### config.mk
export PLATFORM = sky130hd
export DESIGN_NAME = bin2bcd_seq
export DESIGN_NICKNAME = d
export VERILOG_FILES = /design/src/rtl/bin2bcd_seq.sv
export SDC_FILE = /design/constraint.sdc
export NUM_CORES = 1
export LEC_CHECK = 0
export CAP_MARGIN = 40
export CELL_PAD_IN_SITES_DETAIL_PLACEMENT = 0
export CELL_PAD_IN_SITES_GLOBAL_PLACEMENT = 2
export CORE_ASPECT_RATIO = 2
export CORE_MARGIN = 4
export CORE_UTILIZATION = 38
export CTS_BUF_LIST = sky130_fd_sc_hd__clkbuf_8
export CTS_CLUSTER_DIAMETER = 120
export CTS_CLUSTER_SIZE = 30
export DETAILED_ROUTE_END_ITERATION = 8
export DONT_BUFFER_PORTS = 1
export HOLD_SLACK_MARGIN = 0.05
export PLACE_DENSITY_LB_ADDON = 0.1
export SLEW_MARGIN = 15
export SYNTH_ARGS = -nofsm -noshare
export SYNTH_HDL_FRONTEND = slang
export SYNTH_SLANG_ARGS = --single-unit
### constraint.sdc
create_clock -name clk -period 1.9 [get_ports clk]
set_clock_uncertainty 0.15 [all_clocks]
set_input_delay 0.475 -clock clk [delete_from_list [all_inputs] [get_ports clk]]
set_output_delay 0.475 -clock clk [all_outputs]
set_load 0.03 [all_outputs]
### src/rtl/bin2bcd_seq.sv
// -----------------------------------------------------------------------------
// bin2bcd_seq
//
// Sequential binary-to-BCD converter (shift-and-add-3 / double-dabble),
// one input bit per clock. Feeds a bank of 4-bit-digit to 7-segment decoders.
//
// Handshake: a start pulse while idle captures bin. BIN_W clocks later the
// digits/overflow outputs update and done pulses for one cycle. Values above
// MAXV = 10**DIGITS - 1 saturate to all 9s and raise overflow.
//
// Optional feature (macro BIN2BCD_BLANK_EN): leading-zero blanking. When
// defined, every digit above the most significant nonzero digit is replaced
// by 4'hF, which the decoder renders dark. Digit 0 is never blanked, and
// saturated 9s are never blanked. The port list is identical either way.
//
// Ports:
//   clk       in   system clock, rising edge
//   reset     in   asynchronous, active-high reset
//   start     in   conversion request, sampled only while idle
//   bin       in   [BIN_W-1:0] binary value, captured with start
//   busy      out  conversion in progress
//   done      out  one-cycle pulse when digits/overflow update
//   digits    out  [4*DIGITS-1:0] BCD result, digits[3:0] least significant
//   overflow  out  last accepted bin exceeded MAXV
//
// state  | meaning
// -------+--------------------------------------------------------------
// IDLE   | waiting for start; outputs hold the last result
// SHIFT  | shifting one bit per clock into the BCD accumulator
// -----------------------------------------------------------------------------
module bin2bcd_seq #(
    parameter int BIN_W  = 14,
    parameter int DIGITS = 4
) (
    input  logic                clk,
    input  logic                reset,
    input  logic                start,
    input  logic [BIN_W-1:0]    bin,
    output logic                busy,
    output logic                done,
    output logic [4*DIGITS-1:0] digits,
    output logic                overflow
);

    localparam int ACC_W = 4 * DIGITS;
    localparam int CNT_W = (BIN_W > 1) ? $clog2(BIN_W) : 1;
    localparam logic [CNT_W-1:0] CNT_LAST = CNT_W'(BIN_W - 1);
    localparam longint unsigned MAXV = (64'd10 ** DIGITS) - 64'd1;

    localparam logic [0:0] ST_IDLE  = 1'b0;
    localparam logic [0:0] ST_SHIFT = 1'b1;

    logic [0:0]       r_state;
    logic [BIN_W-1:0] r_sreg;
    logic [ACC_W-1:0] r_acc;
    logic [CNT_W-1:0] r_cnt;
    logic             r_ovf_pend;
    logic             r_done;
    logic [ACC_W-1:0] r_digits;
    logic             r_overflow;

    logic             w_ovf;
    logic [ACC_W-1:0] w_acc_adj;
    logic [ACC_W-1:0] w_acc_shl;
    logic [ACC_W-1:0] w_disp;
    logic [ACC_W-1:0] w_result;

    assign w_ovf = (64'(bin) > MAXV);

    // Add-3 correction ahead of the shift keeps every nibble a valid BCD digit.
    always_comb begin
        w_acc_adj = r_acc;
        for (int i = 0; i < DIGITS; i++) begin
            if (r_acc[4*i +: 4] >= 4'd5) begin
                w_acc_adj[4*i +: 4] = r_acc[4*i +: 4] + 4'd3;
            end
        end
    end

    // Carry out of the top nibble is dropped; such inputs are saturated anyway.
    assign w_acc_shl = {w_acc_adj[ACC_W-2:0], r_sreg[BIN_W-1]};

`ifdef BIN2BCD_BLANK_EN
    function automatic logic [ACC_W-1:0] blank_lz(input logic [ACC_W-1:0] d);
        logic lead;
        blank_lz = d;
        lead     = 1'b1;
        for (int i = DIGITS - 1; i > 0; i--) begin
            if (lead && (d[4*i +: 4] == 4'h0)) begin
                blank_lz[4*i +: 4] = 4'hF;
            end else begin
                lead = 1'b0;
            end
        end
    endfunction

    assign w_disp = blank_lz(w_acc_shl);
`else
    assign w_disp = w_acc_shl;
`endif

    // Saturation is applied after blanking so the 9s are never blanked.
    assign w_result = r_ovf_pend ? {DIGITS{4'h9}} : w_disp;

    always_ff @(posedge clk or posedge reset) begin
        if (reset) begin
            r_state    <= ST_IDLE;
            r_sreg     <= '0;
            r_acc      <= '0;
            r_cnt      <= '0;
            r_ovf_pend <= 1'b0;
            r_done     <= 1'b0;
            r_digits   <= '0;
            r_overflow <= 1'b0;
        end else begin
            r_done <= 1'b0;
            if (r_state == ST_IDLE) begin
                if (start) begin
                    r_sreg     <= bin;
                    r_acc      <= '0;
                    r_cnt      <= '0;
                    r_ovf_pend <= w_ovf;
                    r_state    <= ST_SHIFT;
                end
            end else begin
                r_acc  <= w_acc_shl;
                r_sreg <= r_sreg << 1;
                r_cnt  <= r_cnt + CNT_W'(1);
                if (r_cnt == CNT_LAST) begin
                    r_digits   <= w_result;
                    r_overflow <= r_ovf_pend;
                    r_done     <= 1'b1;
                    r_state    <= ST_IDLE;
                end
            end
        end
    end

    assign busy     = (r_state == ST_SHIFT);
    assign done     = r_done;
    assign digits   = r_digits;
    assign overflow = r_overflow;

endmodule
== Word level (Yosys, flattened, before mapping) ==
Cells that the tools add are included.

* Bits in registers: 54
* Bits of input ports: 17
* Output and inout port bits: 19
* Logic and storage cells: 39

* Add/subtract/negate cells: 5
* Order comparisons: 5
* Eq/ne operators: 1
* Mux-type cells: 16
* Bitwise logic cells: 1
* Reduce and logical (&&, ||, !) cells: 3

{| class="wikitable"
|+ Operator list
! operator !! count
|-
| $mux 16 || 3
|-
| $mux 14 || 2
|-
| $mux 4 || 5
|-
| $ge 4x3->1 const B || 4
|-
| $gt 14x14->1 const B || 1
|-
| $add 4x2->4 const B || 3
|-
| $mux 1 || 5
|-
| $add 4x1->4 const B || 1
|-
| $eq 4x4->1 const B || 1
|-
| $reduce_and 2->1 || 2
|-
| $add 3x2->3 const B || 1
|-
| $mux 3 || 1
|-
| $reduce_bool 2->1 || 1
|-
| $not 1->1 || 1
|}

== Longest topological paths before layout ==
Gate-level depths: netlist (run 1).

* Depth after elaboration: 3
* Gate-level depth with buffers: 7
* Mapped depth without buffers: 6

== Worst setup path after synthesis (run 1) ==
No wires, ideal clock.

* Path type: flip-flop to flip-flop
* From: register r_acc[8]
* To: register r_acc[10]
* Library setup time: 0.121 ns
* Arrival time: 1.262 ns
* Data required time: 1.629 ns
* Path slack: 0.367 ns
* Cell stages (with the launch flop): 6
* Path buffers: 0
* Period minus slack after synthesis: 1.533 ns
* Path through: dfrtp_1 ha_1 nand2b_2 a21oi_2 mux2i_1 a22o_1

* Longest elaborated chain between the ends: 3
* Elaborated cells between the ends (all ways): 4
* Those cells by class: add/sub (1); order compare (1); mux (2)

{| class="wikitable"
|+ Ends and longest elaborated chain
! element !! line !! RTL
|-
| from (decl) || 55 || <nowiki>logic [ACC_W-1:0] r_acc;</nowiki>
|-
| from (signal assigned) || 126 || <nowiki>r_acc <= w_acc_shl;</nowiki>
|-
| $add 4x2->4 / $ge 4x3->1 (equally long branches) || 75, 74 ||
|-
| $mux 4 (*) || 74 || <nowiki>if (r_acc[4*i +: 4] >= 4'd5) begin</nowiki>
|-
| $mux 16 (*) || 117 || <nowiki>if (r_state == ST_IDLE) begin</nowiki>
|}

Every way passes the cells marked *; elsewhere a longest branch is shown, timed or not.
A chain may end at the register's enable or synchronous reset.

== Worst setup path in the final report (run 1) ==
* From: register r_acc[4]
* To: register r_digits[6], in the netlist digits[6]

* Longest elaborated chain between the ends: 3
* Elaborated cells between the ends (all ways): 4
* Those cells by class: add/sub (1); order compare (1); mux (2)

{| class="wikitable"
|+ Ends and longest elaborated chain
! element !! line !! RTL
|-
| $add 4x2->4 / $ge 4x3->1 (equally long branches) || 75, 74 ||
|-
| $mux 4 (*) || 74 ||
|-
| $mux 16 (*) || 103 || <nowiki>assign w_result = r_ovf_pend ? {DIGITS{4'h9}} : w_disp;</nowiki>
|-
| to (signal assigned) || 130 || <nowiki>r_digits <= w_result;</nowiki>
|-
| to (decl) || 59 || <nowiki>logic [ACC_W-1:0] r_digits;</nowiki>
|}

Marks and branches as above.

==> flow_metrics.py, run 1 <==
metrics = {
    "power_and_ir_drop": {
        "pwr_density_cell_nw_per_um2": 1810,
        "p_leak_nw": 1.36,
        "vdd_drop_max_mv": 0.696,
    },
    "routing": {
        "vias_per_cell": 5.22,
        "vias": 1792,
        "route.detailed.drc": 0,
        "antenna_left": 0,
        "post_drt_wl_per_cell_um": 16.7,
        "routed_wl_um": 5720,
        "drt_iter0_markers": 101,
        "drt_pass1_iterations": 4,
    },
    "synth": {
        "synth-edff-count": 0,
        "ys_seq_area_share_pct": 51.8,
        "synth-async-reset-ratio_pct": 100,
        "synthFlopType": "dfrtp_1",
        "synth.avg_cell_area_um2": 10.5,
        "synth.top_cell.area_share_pct": 51.8,
        "postSynthCellCount": 249,
        "syn-cell-area_um2": 2610,
        "synth_area_leaders": "dfrtp_1 (52%), mux2i_1 (8.4%), ha_1 (4.8%)",
        "synth_top_area_cell": "dfrtp_1",
        "ys_ff_latch": 54,
        "ys_types": 29,
        "syn_nets": 276,
        "synth_warnings": 0,
    },
    "critical_path": {
        "cp_num_buf_inv": 0,
        "crit_path_end_kind": "flip-flop",
        "cp_max_fo": 5,
        "startpoint_type": "flip-flop",
        "worst_path_max_delay_cell": "dfrtp_1",
        "critPathArrivalTime_ns": 1.85,
        "critPathTopFamily": "flip-flops",
        "crit_type": "reg2reg",
        "crit_chain": "ha_1 -> nand2b_1 -> a21oi_2 -> mux2i_1 -> a22o_1",
        "slowest_delay_ns": 0.45,
        "crit_required_ns": 2.00,
    },
    "die": {
        "fp.dieArea_um2": 8340,
        "chipWidth_um": 66.6,
        "coreArea_um2": 6670,
        "start_util_pct": 39.1,
        "rows": 42,
        "io-pin-count": 36,
        "die_h_um": 125,
    },
    "sta": {
        "setup_slack_ns": 0.157,
        "relSlewSlack_pct": 68.0,
        "slew_viol_final": 0,
        "tightestPinTransition_ns": 0.478,
        "finalCriticalPeriod_ns": 1.74,
        "rsz0062_at_grt": "false",
        "hold_ws_ns": 0.0945,
        "hold_viol_final": 0,
        "max_freq_mhz": 574,
        "fin_crit_sh_pct": 91.7,
        "setup_tns_ns": 0,
        "setup_viol": 0,
    },
    "placed_design": {
        "place_inst": 334,
        "dp_hpwl_um": 4050,
        "place.gp.congestion": 0.768,
        "numPortBuffers": 0,
        "post_dp_cell_area_um2": 2750,
        "pre_cts_ws_ns": 0.173,
    },
    "final_layout": {
        "seq_area_um2": 1350,
        "syn_to_final_growth_pct": 10.1,
        "multiInputGateArea_um2": 1140,
        "layout_commonest_cell": "dfrtp_1",
        "drive_gt1_share_pct": 11.0,
        "stdcell_count": 343,
        "postLayoutCellArea_um2": 2870,
        "nets": 281,
        "num-fill-cells": 686,
        "layout_common_cells": "dfrtp_1 (53), nand2_1 (29), mux2i_1 (22), o21ai_0 (20), a21oi_1 (15)",
        "antennaDiodeCount": 0,
    },
    "clock_network": {
        "h-tree-depth": 2,
        "cts_tree": "done",
        "cts_buffers": 5,
        "clk_latency_ns": 0.31,
        "cts_buffer_depth": 2,
        "cts_root_buffer": "clkbuf_8",
        "cts.sinks": 54,
        "clkTransAtPathRegs_ns": 0.10,
    },
    "global_routing": {
        "grt_first_pass_wirelength_um": 9700,
        "grt_pass1_vias": 1923,
        "grt_util_all_layers_pct": 15.3,
        "grt_overflow": 0,
        "grt_max_degree": 63,
        "antenna_found_initial": 0,
    },
    "worst_hold_path": {
        "hold_path_class": "in2reg",
    },
    "status": {
        "status": "complete, no violations",
    },
    "run": {
        "maxCapViolCount": 0,
    },
}
## worst reg2reg max path, delay by kind of cell (launching register included)
family          cells  cell delay (ns)
fa+ha+maj           1             0.22
flops               1             0.45
simple gates        1             0.17
mux                 1             0.31
compound gates      2             0.39
## layout make-up
cell class / instances / share of cell area (%)
inverters: 12 / 1.70
multi-input cells: 170 / 39.7
repair buffers: 11 / 3.83
flip-flops and latches: 54 / 47.1
clock buffers: 8 / 3.83
well taps: 88 / 3.83
## cells in the mapped netlist (2+ instances only)
cell type  number
a2111oi_0       2
a21o_1          6
a21oi_1        15
a21oi_2         4
a22o_1          8
a32o_1          2
buf_2           9
buf_4           3
dfrtp_1        54
ha_1           10
inv_1          12
mux2i_1        22
nand2_1        29
nand2b_1        7
nand3_1         3
nor2_1         14
nor3_1          4
nor3b_1         9
o21ai_0        20
o31ai_1         3
xnor2_1         5
## flip-flops by register name, summed over array words and instances, names as in the netlist
register and count:
r_acc 16, digits 16, r_ovf_pend 1, done 1, busy 1, overflow 1
r_sreg 14, r_cnt 4
## metal layers
metal | vias to the layer above | GRT usage (%) | part of all wire, %
met5 | - | 0 | 0
met4 | 0 | 6.35 | 2.3
met3 | 10 | 3.59 | 4.7
met2 | 36 | 26.4 | 54
met1 | 879 | 17.4 | 39
li1 | 867 | - | -
## per-stage QoR
stage               util, %  power (W)
finish                 43.0    0.00519
global route           43.0    0.00561
CTS                    43.0    0.00528
detailed placement     41.2    0.00452
global placement       41.2    0.00449
floorplan                 -    0.00397
## logic make-up (layout without fill, tap and decap cells)
kind of cell	count (synthesis)	count (layout)	synth area share [%]
adder cells (fa/ha/maj)	10	10	4.80
buffers and inverters	25	31	4.46
AND/OR/NAND/NOR	70	70	13.1
XOR/XNOR	6	6	2.01
AO/OA/AOI/OAI	62	62	15.4
multiplexers	22	22	8.44
flip-flops	54	54	51.8
## what timing repair did
item	CTS	global route
hold buffers	1	0
hold endpoints to repair	18	0
setup buffers	0	0
gates resized for setup	0	0
## where the power goes
group / internal [W] / switching (W)
Clock: 0.000369 / 0.000378
Combinational: 0.000937 / 0.00102
Sequential: 0.00167 / 0.000814
## path summary, 6_finish.rpt
check	start	end	slack (ns)	cells after the start
setup / recovery	r_acc[4]	digits[6]	0.16	5
hold / removal	start	r_acc[0]	0.09	1
setup reg to reg	r_acc[4]	digits[6]	0.16	5
hold reg to reg	r_sreg[4]	r_sreg[5]	0.35	2
max in group asynchronous	reset	busy	0.59	3
min in group asynchronous	reset	r_acc[13]	0.51	2
Power figures use the tool's default switching activity.
==> run 2: changes to the inputs <==
==> constraint.sdc (replaced) <==
create_clock -name clk -period 1.9 [get_ports clk]
set_clock_uncertainty 0.15 [all_clocks]
set_input_delay 0.57 -clock clk [delete_from_list [all_inputs] [get_ports clk]]
set_output_delay 0.57 -clock clk [all_outputs]
set_load 0.03 [all_outputs]
==> flow_metrics.py, run 2 (same netlist as run 1, synthesis figures left out) <==
metrics = {
    "status": {
        "status": "complete, no violations",
    },
    "sta": {
        "tightestPinTransition_ns": 0.489,
        "max_freq_mhz": 596,
        "rsz0062_at_grt": "false",
        "setup_tns_ns": 0,
        "relSlewSlack_pct": 67.4,
        "hold_viol_final": 0,
        "slew_viol_final": 0,
        "setup_slack_ns": 0.221,
        "setup_viol": 0,
        "fin_crit_sh_pct": 88.4,
        "finalCriticalPeriod_ns": 1.68,
    },
    "placed_design": {
        "dp_hpwl_um": 4020,
        "place_inst": 332,
        "pre_cts_ws_ns": 0.190,
        "numPortBuffers": 0,
        "place.gp.congestion": 0.735,
    },
    "die": {
        "coreArea_um2": 6670,
        "start_util_pct": 39.1,
        "rows": 42,
        "die_h_um": 125,
        "fp.dieArea_um2": 8340,
        "chipWidth_um": 66.6,
        "io-pin-count": 36,
    },
    "routing": {
        "route.detailed.drc": 0,
        "routed_wl_um": 5700,
        "vias": 1776,
        "drt_pass1_iterations": 4,
        "post_drt_wl_per_cell_um": 16.7,
        "antenna_left": 0,
        "vias_per_cell": 5.21,
        "drt_iter0_markers": 46,
    },
    "critical_path": {
        "crit_path_end_kind": "output port",
        "slowest_delay_ns": 0.43,
        "cp_max_fo": 14,
        "critPathTopFamily": "flip-flops",
        "worst_path_max_delay_cell": "dfrtp_2",
        "crit_chain": "buf_4",
        "crit_type": "reg2out",
        "critPathArrivalTime_ns": 0.96,
        "crit_required_ns": 1.18,
        "startpoint_type": "flip-flop",
        "cp_num_buf_inv": 1,
    },
    "clock_network": {
        "h-tree-depth": 2,
        "clkTransAtPathRegs_ns": 0.10,
        "cts_buffers": 5,
        "cts_setup_buffers": 0,
        "ctsResizeCount": 0,
        "cts_hold_buf": 1,
        "cts_tree": "done",
        "cts.sinks": 54,
        "clk_latency_ns": 0.32,
        "cts_buffer_depth": 2,
        "cts_root_buffer": "clkbuf_8",
    },
    "worst_hold_path": {
        "hold_path_class": "in2reg",
    },
    "global_routing": {
        "grt_first_pass_wirelength_um": 9800,
        "grt_util_all_layers_pct": 15.5,
        "antenna_found_initial": 0,
        "grt_pass1_vias": 1926,
        "grt_overflow": 0,
        "grt_max_degree": 55,
    },
    "power_and_ir_drop": {
        "vdd_drop_max_mv": 0.915,
        "pwr-share-comb_pct": 36.5,
        "switching_share_pct": 42.8,
        "pwr_density_cell_nw_per_um2": 1810,
        "p_leak_nw": 1.34,
        "switchingPower_w": 0.00221,
        "seqPwrFrac_pct": 48.2,
        "p_clk_share_pct": 15.3,
        "internal_power_w": 0.00296,
    },
    "final_layout": {
        "syn_to_final_growth_pct": 9.21,
        "antennaDiodeCount": 0,
        "num-fill-cells": 686,
        "drive_gt1_share_pct": 10.3,
        "layout_commonest_cell": "dfrtp_1",
        "layout_common_cells": "dfrtp_1 (53), nand2_1 (29), mux2i_1 (22), o21ai_0 (20), a21oi_1 (15)",
        "nets": 279,
        "multiInputGateArea_um2": 1140,
        "stdcell_count": 341,
        "seq_area_um2": 1350,
    },
    "run": {
        "maxCapViolCount": 0,
    },
}
## run 2: power groups by stage
stage,sequential (W),combinational (W),clock [W]
3_3_place_gp,0.00253,0.00191,0
4_1_cts,0.00252,0.00194,0.000827
3_5_place_dp,0.00254,0.00193,0
6_report,0.00249,0.00188,0.000791
2_1_floorplan,0.00239,0.00158,0
5_1_grt,0.00259,0.00218,0.000863
## run 2: final timing paths
kind	from	end	slack (ns)	cells after the start
setup / recovery	busy	busy	0.22	1
hold / removal	start	r_acc[0]	0.18	1
setup reg to reg	r_acc[0]	digits[2]	0.23	6
hold reg to reg	r_sreg[7]	r_sreg[8]	0.34	2
max in group asynchronous	reset	busy	0.69	3
min in group asynchronous	reset	r_acc[13]	0.64	3
## run 2: area by class of cell
class                   count  area share (%)
inverters                  12            1.71
flip-flops and latches     54            47.5
repair buffers              9            2.90
multi-input cells         170            40.1
well taps                  88            3.86
clock buffers               5            2.42
clock inverters             3            1.58
## run 2: stage by stage
stage               total power, W  utilization (%)  instance area [um^2]  hold slack (ns)
floorplan                  0.00397                -                  2610            0.299
global placement           0.00444             40.8                  2730            0.324
detailed placement         0.00447             40.8                  2730            0.317
CTS                        0.00528             42.7                  2850            0.168
global route               0.00563             42.7                  2850            0.164
finish                     0.00517             42.7                  2850            0.184
## run 2: per-layer routing
metal	up-vias	global-route usage (%)	part of all wire, %
met2	30	26.6	55
met4	0	5.75	1.8
met3	5	4.31	4.9
li1	862	-	-
met5	-	0	0
met1	879	17.8	38
==> run 3: changes to the inputs <==
--- a/config.mk
+++ b/config.mk
@@ -10,7 +10,7 @@
 export CELL_PAD_IN_SITES_GLOBAL_PLACEMENT = 2
 export CORE_ASPECT_RATIO = 2
 export CORE_MARGIN = 4
-export CORE_UTILIZATION = 38
+export CORE_UTILIZATION = 45
 export CTS_BUF_LIST = sky130_fd_sc_hd__clkbuf_8
 export CTS_CLUSTER_DIAMETER = 120
 export CTS_CLUSTER_SIZE = 30
==> constraint.sdc (replaced) <==
create_clock -name clk -period 2.1 [get_ports clk]
set_clock_uncertainty 0.15 [all_clocks]
set_input_delay 0.63 -clock clk [delete_from_list [all_inputs] [get_ports clk]]
set_output_delay 0.63 -clock clk [all_outputs]
set_load 0.03 [all_outputs]
==> flow_metrics.py, run 3 (same netlist as run 1, synthesis figures left out) <==
metrics = {
    "die": {
        "start_util_pct": 46.1,
        "fp.dieArea_um2": 7150,
        "rows": 39,
        "die_h_um": 116,
        "io-pin-count": 36,
        "coreArea_um2": 5660,
        "chipWidth_um": 61.8,
    },
    "power_and_ir_drop": {
        "vdd_drop_max_mv": 0.803,
        "seqPwrFrac_pct": 50.5,
        "p_clk_share_pct": 12.3,
        "p_leak_nw": 1.32,
        "switching_share_pct": 44.0,
        "pwr_density_cell_nw_per_um2": 1650,
        "switchingPower_w": 0.00199,
        "internal_power_w": 0.00253,
        "pwr-share-comb_pct": 37.1,
    },
    "routing": {
        "met1_length_um": 2020,
        "drt_iter0_markers": 113,
        "vias_per_cell": 5.79,
        "routed_wl_um": 5440,
        "met3WireLength_um": 268,
        "post_drt_wl_per_cell_um": 17.6,
        "antenna_left": 0,
        "route.detailed.drc": 0,
        "drt_pass1_iterations": 4,
        "highest_layer": "met4",
        "wl_met2_um": 3000,
        "vias": 1790,
    },
    "worst_hold_path": {
        "hold_path_class": "in2async",
    },
    "placed_design": {
        "place.gp.congestion": 0.768,
        "dp_hpwl_um": 3830,
        "numPortBuffers": 0,
    },
    "final_layout": {
        "multiInputGateArea_um2": 1140,
        "antennaDiodeCount": 0,
        "fin_util_pct": 48.4,
        "nets": 274,
        "drive_gt1_share_pct": 7.66,
        "layout_common_cells": "dfrtp_1 (53), nand2_1 (29), mux2i_1 (22), o21ai_0 (20), a21oi_1 (15)",
        "num-fill-cells": 559,
        "seq_area_um2": 1350,
        "syn_to_final_growth_pct": 4.94,
        "layout_commonest_cell": "dfrtp_1",
    },
    "global_routing": {
        "grt_first_pass_wirelength_um": 8740,
        "grt_max_degree": 55,
        "grt_util_all_layers_pct": 16.7,
        "antenna_found_initial": 0,
        "grt_pass1_vias": 1874,
        "grt_overflow": 0,
    },
    "critical_path": {
        "crit_type": "reg2reg",
        "rrSetupSlack_ns": 0.30,
        "critical_path.endpoint": "digits[3]",
        "worstRegToRegCells": 6,
        "startpoint_type": "flip-flop",
        "crit_start": "r_cnt[1]",
        "crit_path_end_kind": "flip-flop",
        "cp_max_fo": 8,
        "critPathArrivalTime_ns": 1.85,
        "r2r_end": "digits[3]",
        "crit_chain": "inv_1 -> ha_1 -> nand4_2 -> buf_4 -> a2111oi_0 -> nor2_1",
        "crit_required_ns": 2.14,
        "worstReg2RegStart": "r_cnt[1]",
        "slowest_delay_ns": 0.41,
        "worst_path_max_delay_cell": "dfrtp_1",
    },
    "clock_network": {
        "cts_setup_buffers": 0,
        "cts_buffers": 5,
        "clkTransAtPathRegs_ns": 0.09,
        "h-tree-depth": 2,
        "cts_buffer_depth": 2,
        "cts_tree": "done",
        "ctsResizeCount": 0,
        "cts_hold_buf": 0,
        "clk_latency_ns": 0.31,
        "cts.sinks": 54,
        "cts_root_buffer": "clkbuf_8",
    },
    "sta": {
        "slew_viol_final": 0,
        "rsz0062_at_grt": "false",
        "relSlewSlack_pct": 65.3,
        "tightestPinTransition_ns": 0.519,
        "finalCriticalPeriod_ns": 1.80,
        "setup_viol": 0,
        "fin_crit_sh_pct": 85.9,
        "max_freq_mhz": 554,
        "setup_tns_ns": 0,
        "hold_viol_final": 0,
    },
    "status": {
        "status": "complete, no violations",
    },
    "run": {
        "maxCapViolCount": 0,
    },
}
run 3: cell types whose count changed in the layout (fill, tap and decap cells not counted), sizes merged:
cell,before,now
buf,8,4
bufinv,1,0
clkinvlp,3,0
dlygate4sd3,1,0
inv,11,15
run 3: cell type report:
cell class | count | area share, %
inverters | 12 | 1.65
flip-flops and latches | 54 | 49.4
clock inverters | 3 | 0.411
repair buffers | 4 | 1.55
multi-input cells | 170 | 41.7
clock buffers | 5 | 2.51
well taps | 61 | 2.79
run 3: power groups by stage:
| stage | clock [W] | sequential, W | combinational (W) |
|---|---|---|---|
| 6_report | 0.000556 | 0.00228 | 0.00168 |
| 3_3_place_gp | 0 | 0.00229 | 0.00162 |
| 3_5_place_dp | 0 | 0.00232 | 0.00170 |
| 4_1_cts | 0.000577 | 0.00230 | 0.00171 |
| 5_1_grt | 0.000612 | 0.00236 | 0.00191 |
| 2_1_floorplan | 0 | 0.00216 | 0.00143 |
run 3: how the worst min path moves through the flow:
| stage | from | end | slack (ns) | cells after the start |
|---|---|---|---|---|
| 3_5_place_dp | r_sreg[1] | r_sreg[2] | 0.32 | 2 |
| 5_1_grt | reset | done | 0.10 | 2 |
| 4_1_cts | reset | r_acc[1] | 0.09 | 2 |
| 3_3_place_gp | r_sreg[8] | r_sreg[9] | 0.31 | 2 |
| 6_report | reset | done | 0.08 | 2 |
| 2_1_floorplan | r_sreg[9] | r_sreg[10] | 0.30 | 2 |
run 3: worst max-delay path, delay by kind of cell, from the launching register on:
kind | cells | cell delay (ns)
buffers and inverters | 2 | 0.33
AOI/OAI and AO/OA | 1 | 0.37
DFF | 1 | 0.41
adders and majority gates | 1 | 0.15
and+or+nand+nor | 2 | 0.27
run 3: routing by layer:
layer / vias to the layer above / GRT usage (%)
met4: 0 / 7.08
met3: 10 / 4.57
met5: - / 0
li1: 857 / -
met2: 35 / 30.3
met1: 888 / 16.8
run 3: stage by stage:
stage | cell area, um^2 | total power [W] | std cells | hold slack (ns) | worst slack (ns)
3_5_place_dp | 2660 | 0.00402 | 301 | 0.321 | 0.327
4_1_cts | 2740 | 0.00458 | 309 | 0.0906 | 0.301
3_3_place_gp | 2660 | 0.00391 | 301 | 0.311 | 0.364
2_1_floorplan | 2610 | 0.00359 | 249 | 0.299 | 0.00542
5_1_grt | 2740 | 0.00488 | 309 | 0.101 | 0.112
6_report | 2740 | 0.00452 | 309 | 0.0801 | 0.296
